**config.mk**
```make
export PLATFORM = sky130hd
export DESIGN_NAME = register_restore
export DESIGN_NICKNAME = d
export VERILOG_FILES = /design/src/rtl/register_restore.sv
export SDC_FILE = /design/constraint.sdc
export NUM_CORES = 1
export LEC_CHECK = 0
export CORE_AREA = 2 2 415 417
export DETAILED_ROUTE_END_ITERATION = 8
export DIE_AREA = 0 0 417 419
export GPL_TIMING_DRIVEN = 1
export HOLD_SLACK_MARGIN = 0.05
export SYNTH_ARGS = -nofsm -noshare
export SYNTH_HDL_FRONTEND = slang
export SYNTH_SLANG_ARGS = --single-unit
```
**constraint.sdc**
```tcl
create_clock -name clk -period 2.7 [get_ports clk]
set_input_delay 0.405 -clock clk [delete_from_list [all_inputs] [get_ports clk]]
set_output_delay 0.405 -clock clk [all_outputs]
set_load 0.02 [all_outputs]
```
**src/rtl/register_restore.sv**
```systemverilog
`default_nettype none
// ============================================================================
// Module   : register_restore
// Purpose  : Copies the saved snapshot image back into the register file
//            after a misprediction, one register per cycle. Optional macro
//            RESTORE_DIRTY_ONLY_EN restricts writes to registers touched by WB.
// Revision : 1.0 - initial release
// ============================================================================
`ifndef DATA_WIDTH
`define DATA_WIDTH 32
`endif

module register_restore #(
    parameter int DRAIN_CYCLES = 1,
    parameter int NUM_REGS     = 32
) (
    input  logic                   clk,
    input  logic                   rst_n,
    input  logic [`DATA_WIDTH-1:0] snap_regs [NUM_REGS],
    input  logic                   snapshot_done,
    input  logic                   restore_req,
    input  logic                   wb_we,
    input  logic [4:0]             wb_addr,
    output logic                   restore_we,
    output logic [4:0]             restore_addr,
    output logic [`DATA_WIDTH-1:0] restore_data,
    output logic                   restore_busy,
    output logic                   restore_done,
    output logic                   restore_err
);

    typedef enum logic [1:0] {
        S_IDLE  = 2'd0,
        S_DRAIN = 2'd1,
        S_WRITE = 2'd2,
        S_DONE  = 2'd3
    } state_t;

    localparam logic [1:0] c_DRAIN_INIT = 2'(DRAIN_CYCLES - 1);
    localparam logic [4:0] c_LAST_ADDR  = 5'(NUM_REGS - 1);

    state_t     r_state, w_state_nxt;
    logic [1:0] r_cnt, w_cnt_nxt;
    logic [4:0] r_addr, w_addr_nxt;
    logic       r_snap_valid, w_snap_valid_nxt;
    logic       r_err, w_err_nxt;

`ifdef RESTORE_DIRTY_ONLY_EN
    logic [NUM_REGS-1:0] r_dirty, w_dirty_nxt, w_dirty_eff, w_wb_set;
    logic [4:0]          w_low;

    // A WB write in the same cycle as an accepted snapshot post-dates the image.
    always_comb begin
        w_wb_set = '0;
        if (wb_we && (wb_addr != 5'd0) && ((r_state == S_IDLE) || (r_state == S_DRAIN)))
            w_wb_set[wb_addr] = 1'b1;
        w_dirty_eff = (((r_state == S_IDLE) && snapshot_done) ? '0 : r_dirty) | w_wb_set;
        w_low = 5'd0;
        for (int i = NUM_REGS - 1; i >= 1; i--) begin
            if (w_dirty_eff[i])
                w_low = 5'(i);
        end
    end
`else
    logic unused_wb;
    assign unused_wb = wb_we ^ (^wb_addr);
`endif

    always_comb begin
        w_state_nxt      = r_state;
        w_cnt_nxt        = r_cnt;
        w_addr_nxt       = r_addr;
        w_snap_valid_nxt = r_snap_valid;
        w_err_nxt        = 1'b0;
`ifdef RESTORE_DIRTY_ONLY_EN
        w_dirty_nxt      = w_dirty_eff;
`endif
        case (r_state)
            S_IDLE: begin
                if (snapshot_done)
                    w_snap_valid_nxt = 1'b1;
                if (restore_req) begin
                    if (r_snap_valid || snapshot_done) begin
                        w_state_nxt = S_DRAIN;
                        w_cnt_nxt   = c_DRAIN_INIT;
                    end else begin
                        w_err_nxt = 1'b1;
                    end
                end
            end
            S_DRAIN: begin
                if (r_cnt != 2'd0) begin
                    w_cnt_nxt = r_cnt - 2'd1;
`ifdef RESTORE_DIRTY_ONLY_EN
                end else if (|w_dirty_eff) begin
                    w_state_nxt        = S_WRITE;
                    w_addr_nxt         = w_low;
                    w_dirty_nxt[w_low] = 1'b0;
                end else begin
                    w_state_nxt = S_DONE;
                end
`else
                end else begin
                    w_state_nxt = S_WRITE;
                    w_addr_nxt  = 5'd1;
                end
`endif
            end
            S_WRITE: begin
`ifdef RESTORE_DIRTY_ONLY_EN
                if (|w_dirty_eff) begin
                    w_addr_nxt         = w_low;
                    w_dirty_nxt[w_low] = 1'b0;
                end else begin
                    w_state_nxt = S_DONE;
                end
`else
                if (r_addr == c_LAST_ADDR)
                    w_state_nxt = S_DONE;
                else
                    w_addr_nxt = r_addr + 5'd1;
`endif
            end
            S_DONE: begin
                w_state_nxt = S_IDLE;
                w_addr_nxt  = 5'd0;
            end
            default: w_state_nxt = S_IDLE;
        endcase
    end

    always_ff @(posedge clk or negedge rst_n) begin
        if (!rst_n) begin
            r_state      <= S_IDLE;
            r_cnt        <= 2'd0;
            r_addr       <= 5'd0;
            r_snap_valid <= 1'b0;
            r_err        <= 1'b0;
`ifdef RESTORE_DIRTY_ONLY_EN
            r_dirty      <= '0;
`endif
        end else begin
            r_state      <= w_state_nxt;
            r_cnt        <= w_cnt_nxt;
            r_addr       <= w_addr_nxt;
            r_snap_valid <= w_snap_valid_nxt;
            r_err        <= w_err_nxt;
`ifdef RESTORE_DIRTY_ONLY_EN
            r_dirty      <= w_dirty_nxt;
`endif
        end
    end

    // Data is gated so the write port is fully quiet outside WRITE.
    assign restore_we   = (r_state == S_WRITE);
    assign restore_addr = r_addr;
    assign restore_data = restore_we ? snap_regs[r_addr] : '0;
    assign restore_busy = (r_state != S_IDLE);
    assign restore_done = (r_state == S_DONE);
    assign restore_err  = r_err;

endmodule

`default_nettype wire

```
Yosys cells after proc, flatten, opt, wreduce, memory -nomap -nowiden --
Cells that the tools add are included.
Storage, ports and cells: word-level logic and storage cells 48, memories kept 0, input port bits 1034, register bits after elaboration 11, RAM bits 0, latch bits 0, ROM bits 0
Cells by class: equal/unequal tests 10, bitwise logic cells 1, muxes and demuxes 19, $add $sub $neg 2, shift-type cells 0, magnitude comparators 1, reductions and logical operators 10, $mul 0, div/mod/pow operators 0
Operators with widths (number):
- $bmux 32 s5 | 1
- $mux 32 | 3
- $pmux 5 s3 | 1
- $mux 2 | 7
- $mux 5 | 2
- $ne 2x2->1 const B | 5
- $pmux 2 s4 | 1
- $reduce_and 4->1 | 2
- $ge 6x6->1 const B | 1
- $not 5->6 | 1
- $reduce_bool 2->1 | 3
- $add 5x1->5 const B | 1
- $eq 5x5->1 const B | 1
- $eq 2x2->1 const B | 2
- $pmux 2 s2 | 1
- $mux 1 | 3
- $reduce_and 3->1 | 1
- $reduce_bool 3->1 | 1
- $eq 2x1->1 const B | 1
- $logic_not 2->1 | 1
- $ne 2x1->1 const B | 1
- $reduce_and 2->1 | 1
- $sub 2x1->2 const B | 1
- $logic_or 1x1->1 | 1

Logic depth before layout (Yosys ltp) --
Gate-level depths: netlist of the first run.
depth after elaboration 5, depth in mapped cells 8, depth with buffers taken out 7

Least setup slack after synthesis of the first run --
No wires, ideal clock.
kind reg2out, from register r_state[0], to output port restore_data[18], data required time 2.295 ns, slack 0.195 ns, stages on the path, launching flop included 9, buffers on the path 2, arrival time 2.100 ns, path through dfrtp_1 > inv_1 > ha_1 > clkbuf_1 > inv_2 > clkbuf_1 > a221oi_1 > nand3_1 > nor3_1
Between the ends: cells in the longest elaborated chain, start to end 2
RTL lines:
- start: declaration | line 42 | state_t r_state, w_state_nxt;
- start signal: assignment | line 143 | r_state <= w_state_nxt;
- $eq 2x2->1 | line 155 | assign restore_we = (r_state == S_WRITE);
- named net restore_we | line 24 | output logic restore_we,
- $mux 32 | line 157 | assign restore_data = restore_we ? snap_regs[r_addr] : '0;
- end: declaration | line 26 | output logic [`DATA_WIDTH-1:0] restore_data,
The timed path passes the listed nets, and every way through them passes these cells.

Worst setup path after layout of the first run --
from register r_addr[1] (netlist: restore_addr[1]), to output port restore_data[20]
Between the ends: cells in the longest elaborated chain, start to end 5
RTL lines:
- start: declaration | line 44 | logic [4:0] r_addr, w_addr_nxt;
- start signal: assignment | line 145 | r_addr <= w_addr_nxt;
- $not 5->6 (not written as such) | line 157
- $bmux 32 s5 | line 157
- $mux 32 (not written as such) (2 in a row) | line 157
- $mux 32 | line 157
No other way between the ends. The select of a mux whose other input is x is not followed.

==> results of run 1 <==
## routing by layer
layer,global-route usage [%],vias to the layer above,wire [um]
met3,6.08,356,13900
met2,28.5,1025,74800
met4,3.95,108,5120
met5,0,-,701
li1,-,5986,-
met1,17.6,7314,54300
## power by group through the flow
stage | logic (mW) | clock network (mW) | registers, mW
6_report | 13.2 | 0.280 | 0.264
4_1_cts | 12.5 | 0.284 | 0.268
5_1_grt | 13.8 | 0.292 | 0.269
3_5_place_dp | 11.1 | 0 | 0.268
3_3_place_gp | 11.1 | 0 | 0.264
2_1_floorplan | 4.94 | 0 | 0.271
## what timing repair did
item                                    4_1_cts  5_1_grt
pin swaps                                    20       34
resized for setup                           256      123
gates cloned                                  4        3
endpoints found under the setup margin       32       32
endpoints found under the hold margin         0        0
setup buffers                                27       42
## cell type report
type | instances | area, um^2 | area share (%)
timing repair buffer | 1340 | 13700 | 52.9
clock buffer | 4 | 78.8 | 0.305
multi-input combinational | 662 | 8880 | 34.3
tap | 2233 | 2790 | 10.8
antenna | 41 | 103 | 0.397
inverter | 9 | 33.8 | 0.131
sequential | 11 | 287 | 1.11
## cell usage after synthesis, types with 2 or more instances
master	count	area share, %
buf_1	4	0.17
o31ai_1	3	0.26
and4b_1	2	0.23
inv_1	7	0.30
inv_2	2	0.086
mux4_2	161	41
o22ai_1	64	4.6
mux2_2	33	4.3
nor2_1	3	0.13
nand2_1	2	0.086
o21ai_0	9	0.52
nor3_1	34	1.9
buf_4	12	1.0
or3_1	2	0.14
nand3_1	33	1.9
buf_2	31	1.8
buf_6	16	2.1
clkbuf_1	35	1.5
ha_1	7	1.0
and2_1	3	0.21
mux2i_1	191	22
a22oi_1	63	5.4
a221oi_1	32	3.2
buf_8	5	0.86
nand3b_1	3	0.26
dfrtp_1	11	3.1
a211oi_1	2	0.17
## through the flow
step	worst slack [ns]	total power, mW	hold WS [ns]
6_report	-0.331	13.7	0.462
3_3_place_gp	-0.779	11.4	0.446
2_1_floorplan	0.195	5.22	0.109
5_1_grt	-0.387	14.4	0.495
4_1_cts	-0.390	13.1	0.456
3_5_place_dp	-0.820	11.4	0.451
## worst max-delay path, delay by kind of cell, from the launching register on
family | cells | cell delay, ns
buf+inv | 6 | 0.87
mux | 2 | 0.79
flops | 1 | 0.51
compound gates | 1 | 0.16
simple gates | 1 | 0.04
## registers in the layout (all words and copies together) (netlist names)
register      count
restore_addr      5
r_state           2
restore_err       1
r_cnt             2
r_snap_valid      1
## path summary, 6_finish.rpt
check	endpoint	slack [ns]	cells past startpoint	startpoint
max in group asynchronous	restore_addr[0]	1.62	1	rst_n
min in group asynchronous	restore_addr[1]	0.58	1	rst_n
min reg2reg	restore_err	0.46	1	r_snap_valid
max	restore_data[20]	-0.33	10	restore_addr[1]
max reg2reg	restore_addr[0]	0.21	9	restore_addr[0]
min	restore_err	0.46	1	r_snap_valid
## cells by family (layout without fill, tap and decap cells)
| family | Yosys count | in the layout |
|---|---|---|
| mux | 385 | 385 |
| compound gates | 179 | 179 |
| simple gates | 91 | 91 |
| flops | 11 | 11 |
| other cells | 0 | 41 |
| fa+ha+maj | 7 | 7 |
| buf+inv | 112 | 1353 |
==> qor.yml, run 1 <==
start_util_pct: 5.12
cts.sinks: 11
dpl.hpwl_um: 137000
grt_pass1_vias: 14500
wl_per_cell_um: 34.6
vias: 14800
ir_drop_mv: 0.253
dieArea_um2: 175000
syn-cell-area_um2: 8740
fin_nets: 3068
synth-warning-count: 0
synthCells: 785
finalNonFillerCells: 4300
p_comb_share_pct: 96.0
final_cell_mix: "clkdlybuf4s50_1 (1036), mux2i_1 (182), buf_4 (178)"
placed_cells: 4185
tns_ns: -7.34
min_period_ns: 3.03
coreArea_um2: 171000
finalInstanceArea_um2: 25900
synth_top_family_by_area: "multiplexers"
clock_latency_ns: 0.24
cp_slowest_cell: "dfrtp_4"
switchingPower_mw: 6.34
clock_path_buffers: 2
drc: 0
final-setup-viol-count: 32
synthToLayoutAreaGrowth_pct: 196
grt_overflow: 0
ys_ff_latch: 11
cts_hold_buf: 0
critPathKind: "register to output port"
crit_path_end_kind: "output port"
path_cells: "buf_12 -> buf_12 -> buf_12 -> buf_6 -> mux4_2 -> mux2_4 -> o22ai_4 -> buf_6 -> nor3_4 -> buf_6"
tritoncts: "built"
placed_cell_area_um2: 23500
path_max_fanout: 6
yosys.area_share.simple_pct: 5.81
crit_required_ns: 2.30
wl_um: 149000
synth_flop_cell: "dfrtp_1"
synth-edff-count: 0
io_pins: 1075
slew_headroom_pct: 54.9
final_util_pct: 15.2
grt_pass1_wl_um: 176000
status: "finished, violations left"
fmax_mhz: 330
power_density_nw_per_um2: 531
die_y_um: 419
period_share_pct: 112
die-width_um: 417
slew_viol_final: 0
hold_viol_final: 0
cp-start-kind: "register"
fill_cells: 19100
drive_above_1_share_pct: 31.1
p_seq_share_pct: 1.9
antenna_found_initial: 183
synth-seq-area-share_pct: 3.15
violations: "antenna violations, negative setup slack"
vias_per_cell: 3.44
tightest_slew_ns: 0.675
drt_iter0_markers: 1178
synth_fa_ha_area_share_pct: 1.00
synth_mux_area_share_pct: 67.6
p_int_mw: 7.41
clockRootBuffer: "clkbuf_16"
htreeDepth: 1
crit_arrival_ns: 2.63
drtPass1Iterations: 5
mostFrequentLayoutCell: "clkdlybuf4s50_1"
rows: 152
rsz0062_at_grt: "yes"
ant_nets: 1
setup_ws_ns: -0.331
grt_max_degree: 48
syn_nets: 1826
synth_xor_area_share_pct: 0
path_clk_slew_ns: 0.05
fin_skew_ns: 0.000946
avgSynthCellArea_um2: 11.1
synth_compound_area_share_pct: 14.6
p_leak_nw: 8.50
grt_usage_pct: 15.9
synth_cell_types: 42
hold_path.class: "register to register"
cts_buffers: 3
maxCapViolCount: 0
routabilityCongestion: 0.969
port-buffer-count: 1068
slowest_delay_ns: 0.51
power_switching_share_pct: 46.1
synthArstFlopShare_pct: 100
clkPwrFrac_pct: 2.0
Power figures use the tool's default switching activity.
==> run 2: changes to the inputs <==
- GPL_ROUTABILITY_DRIVEN: not set -> 1
==> results of run 2 <==
The final DEF is identical to that of run 1; final timing and power are the same.
==> run 3: changes to the inputs <==
- CTS_BUF_LIST: not set -> sky130_fd_sc_hd__clkbuf_8
- PLACE_DENSITY: not set -> 0.3
==> qor.yml, run 3 (same netlist as run 1, synthesis figures left out) <==
power_density_nw_per_um2: 527  # -0.89%
fin_skew_ns: 0.00546  # +0.00452 ns
slew_headroom_pct: 62.5  # +7.7 points
routabilityCongestion: 0.940  # -3.0%
vias: 13900  # -5.8%
drc: 0  # unchanged
critPathKind: "register to output port"
timing.critical_path.mode_cell: "buf_6"
setup_ws_ns: -0.313  # +0.0185 ns
path_clk_slew_ns: 0.06  # about the same
wl_um: 133000  # -11%
final-setup-viol-count: 32  # unchanged
crit_required_ns: 2.30  # about the same
fmax_mhz: 332  # +0.61%
dpl.hpwl_um: 121000  # -12%
status: "finished, violations left"
dieArea_um2: 175000  # unchanged
violations: "negative setup slack"
rows: 152  # unchanged
drt_iter0_markers: 856  # -27%
grt_usage_pct: 14.1  # -1.9 points
path_cells: "buf_12 -> buf_16 -> buf_16 -> buf_6 -> mux4_2 -> mux2_4 -> o22ai_2 -> buf_6 -> nor3_4 -> buf_6"
power_mw: 14.0  # +1.6%
grt_pass1_wl_um: 160000  # -9.4%
finalNonFillerCells: 4319  # +0.44%
ant_nets: 0  # -1
p_leak_nw: 8.84  # +3.9%
tightest_slew_ns: 0.546  # -0.129 ns
die-width_um: 417  # unchanged
placed_cell_area_um2: 23900  # +1.8%
cp-start-kind: "register"
slew_viol_final: 0  # unchanged
io_pins: 1075  # unchanged
period_share_pct: 112  # -0.68 points
hold_viol_final: 0  # unchanged
grt_overflow: 0  # unchanged
maxCapViolCount: 0  # unchanged
wl_per_cell_um: 30.8  # -11%
final_cell_mix: "clkdlybuf4s50_1 (1036), buf_4 (217), mux2i_1 (186)"
largest_reg_flops: 5  # unchanged
drtPass1Iterations: 5  # unchanged
slowest_delay_ns: 0.54  # +0.03 ns
clockRootBuffer: "clkbuf_8"
hold_path.class: "register to register"
cp_slowest_cell: "dfrtp_4"
cts_buffers: 3  # unchanged
vias_per_cell: 3.23  # -6.2%
cts.sinks: 11  # unchanged
htreeDepth: 1  # unchanged
min_period_ns: 3.01  # -0.0185 ns
fin_nets: 3118  # +1.6%
mostFrequentLayoutCell: "clkdlybuf4s50_1"
tritoncts: "built"
fin_hold_ws_ns: 0.451  # -0.0107 ns
tns_ns: -7.09  # +0.256 ns
clock_path_buffers: 2  # unchanged
cp_top_family: "buffers and inverters"
clock_latency_ns: 0.24  # about the same
coreArea_um2: 171000  # unchanged
port-buffer-count: 1068  # unchanged
path_max_fanout: 8  # +2
grt_max_degree: 47  # -2.1%
drive_above_1_share_pct: 33.9  # +2.8 points
placed_cells: 4228  # +1.0%
start_util_pct: 5.12  # unchanged
synthToLayoutAreaGrowth_pct: 203
ir_drop_mv: 0.398  # +57%
crit_arrival_ns: 2.61  # -0.02 ns
finalInstanceArea_um2: 26500  # +2.5%
crit_path_end_kind: "output port"
antenna_found_initial: 110  # -40%
die_y_um: 419  # unchanged
grt_pass1_vias: 14400  # -0.70%
rsz0062_at_grt: "yes"
cp_num_buf_inv: 6  # unchanged
[run 3: layer usage]
metal  wire length [um]  global-route usage (%)  vias to the layer above  part of all wire, %
li1                   -                       -                     6047                    -
met1              53500                    17.2                     6951                   40
met2              70000                    26.5                      702                   53
met3               7710                    2.61                      210                  5.8
met4               1460                   0.522                       24                  1.1
met5                141                       0                        -                 0.11
[run 3: report_power, final]
part / switching, mW / internal, mW
clock: 0.0700 / 0.100
combinational: 6.20 / 7.33
sequential: 0.0454 / 0.220
total: 6.32 / 7.65
[run 3: path summary, 6_finish.rpt]
kind | startpoint | endpoint | slack [ns] | cells past startpoint
setup / recovery | restore_addr[1] | restore_data[21] | -0.31 | 10
hold / removal | r_snap_valid | restore_err | 0.45 | 1
setup reg to reg | restore_addr[1] | restore_addr[1] | 0.13 | 11
hold reg to reg | r_snap_valid | restore_err | 0.45 | 1
max in group asynchronous | rst_n | restore_addr[1] | 1.73 | 1
min in group asynchronous | rst_n | r_snap_valid | 0.53 | 1
[run 3: area by class of cell]
cell class / count / area (um^2)
fillers: 19100 / 144000
clock inverters: 1 / 3.75
clock buffers: 3 / 41.3
flip-flops and latches: 11 / 287
well taps: 2233 / 2790
repair buffers: 1390 / 14200
diodes: 10 / 25.0
inverters: 9 / 33.8
multi-input cells: 662 / 9140
[run 3: repair_timing]
action / 4_1_cts / 5_1_grt
cloned: 0 / 7
hold buffers: 0 / 0
pin swaps: 19 / 53
buffers inserted: 14 / 71
hold endpoints to repair: 0 / 0
setup endpoints to repair: 34 / 35
gates resized for setup: 244 / 193
[run 3: per-stage QoR]
step	util, %	setup WS [ns]
floorplan	-	0.195
global placement	14.0	-1.28
detailed placement	14.0	-0.888
CTS	14.6	-0.491
global route	15.5	-0.398
finish	15.5	-0.313
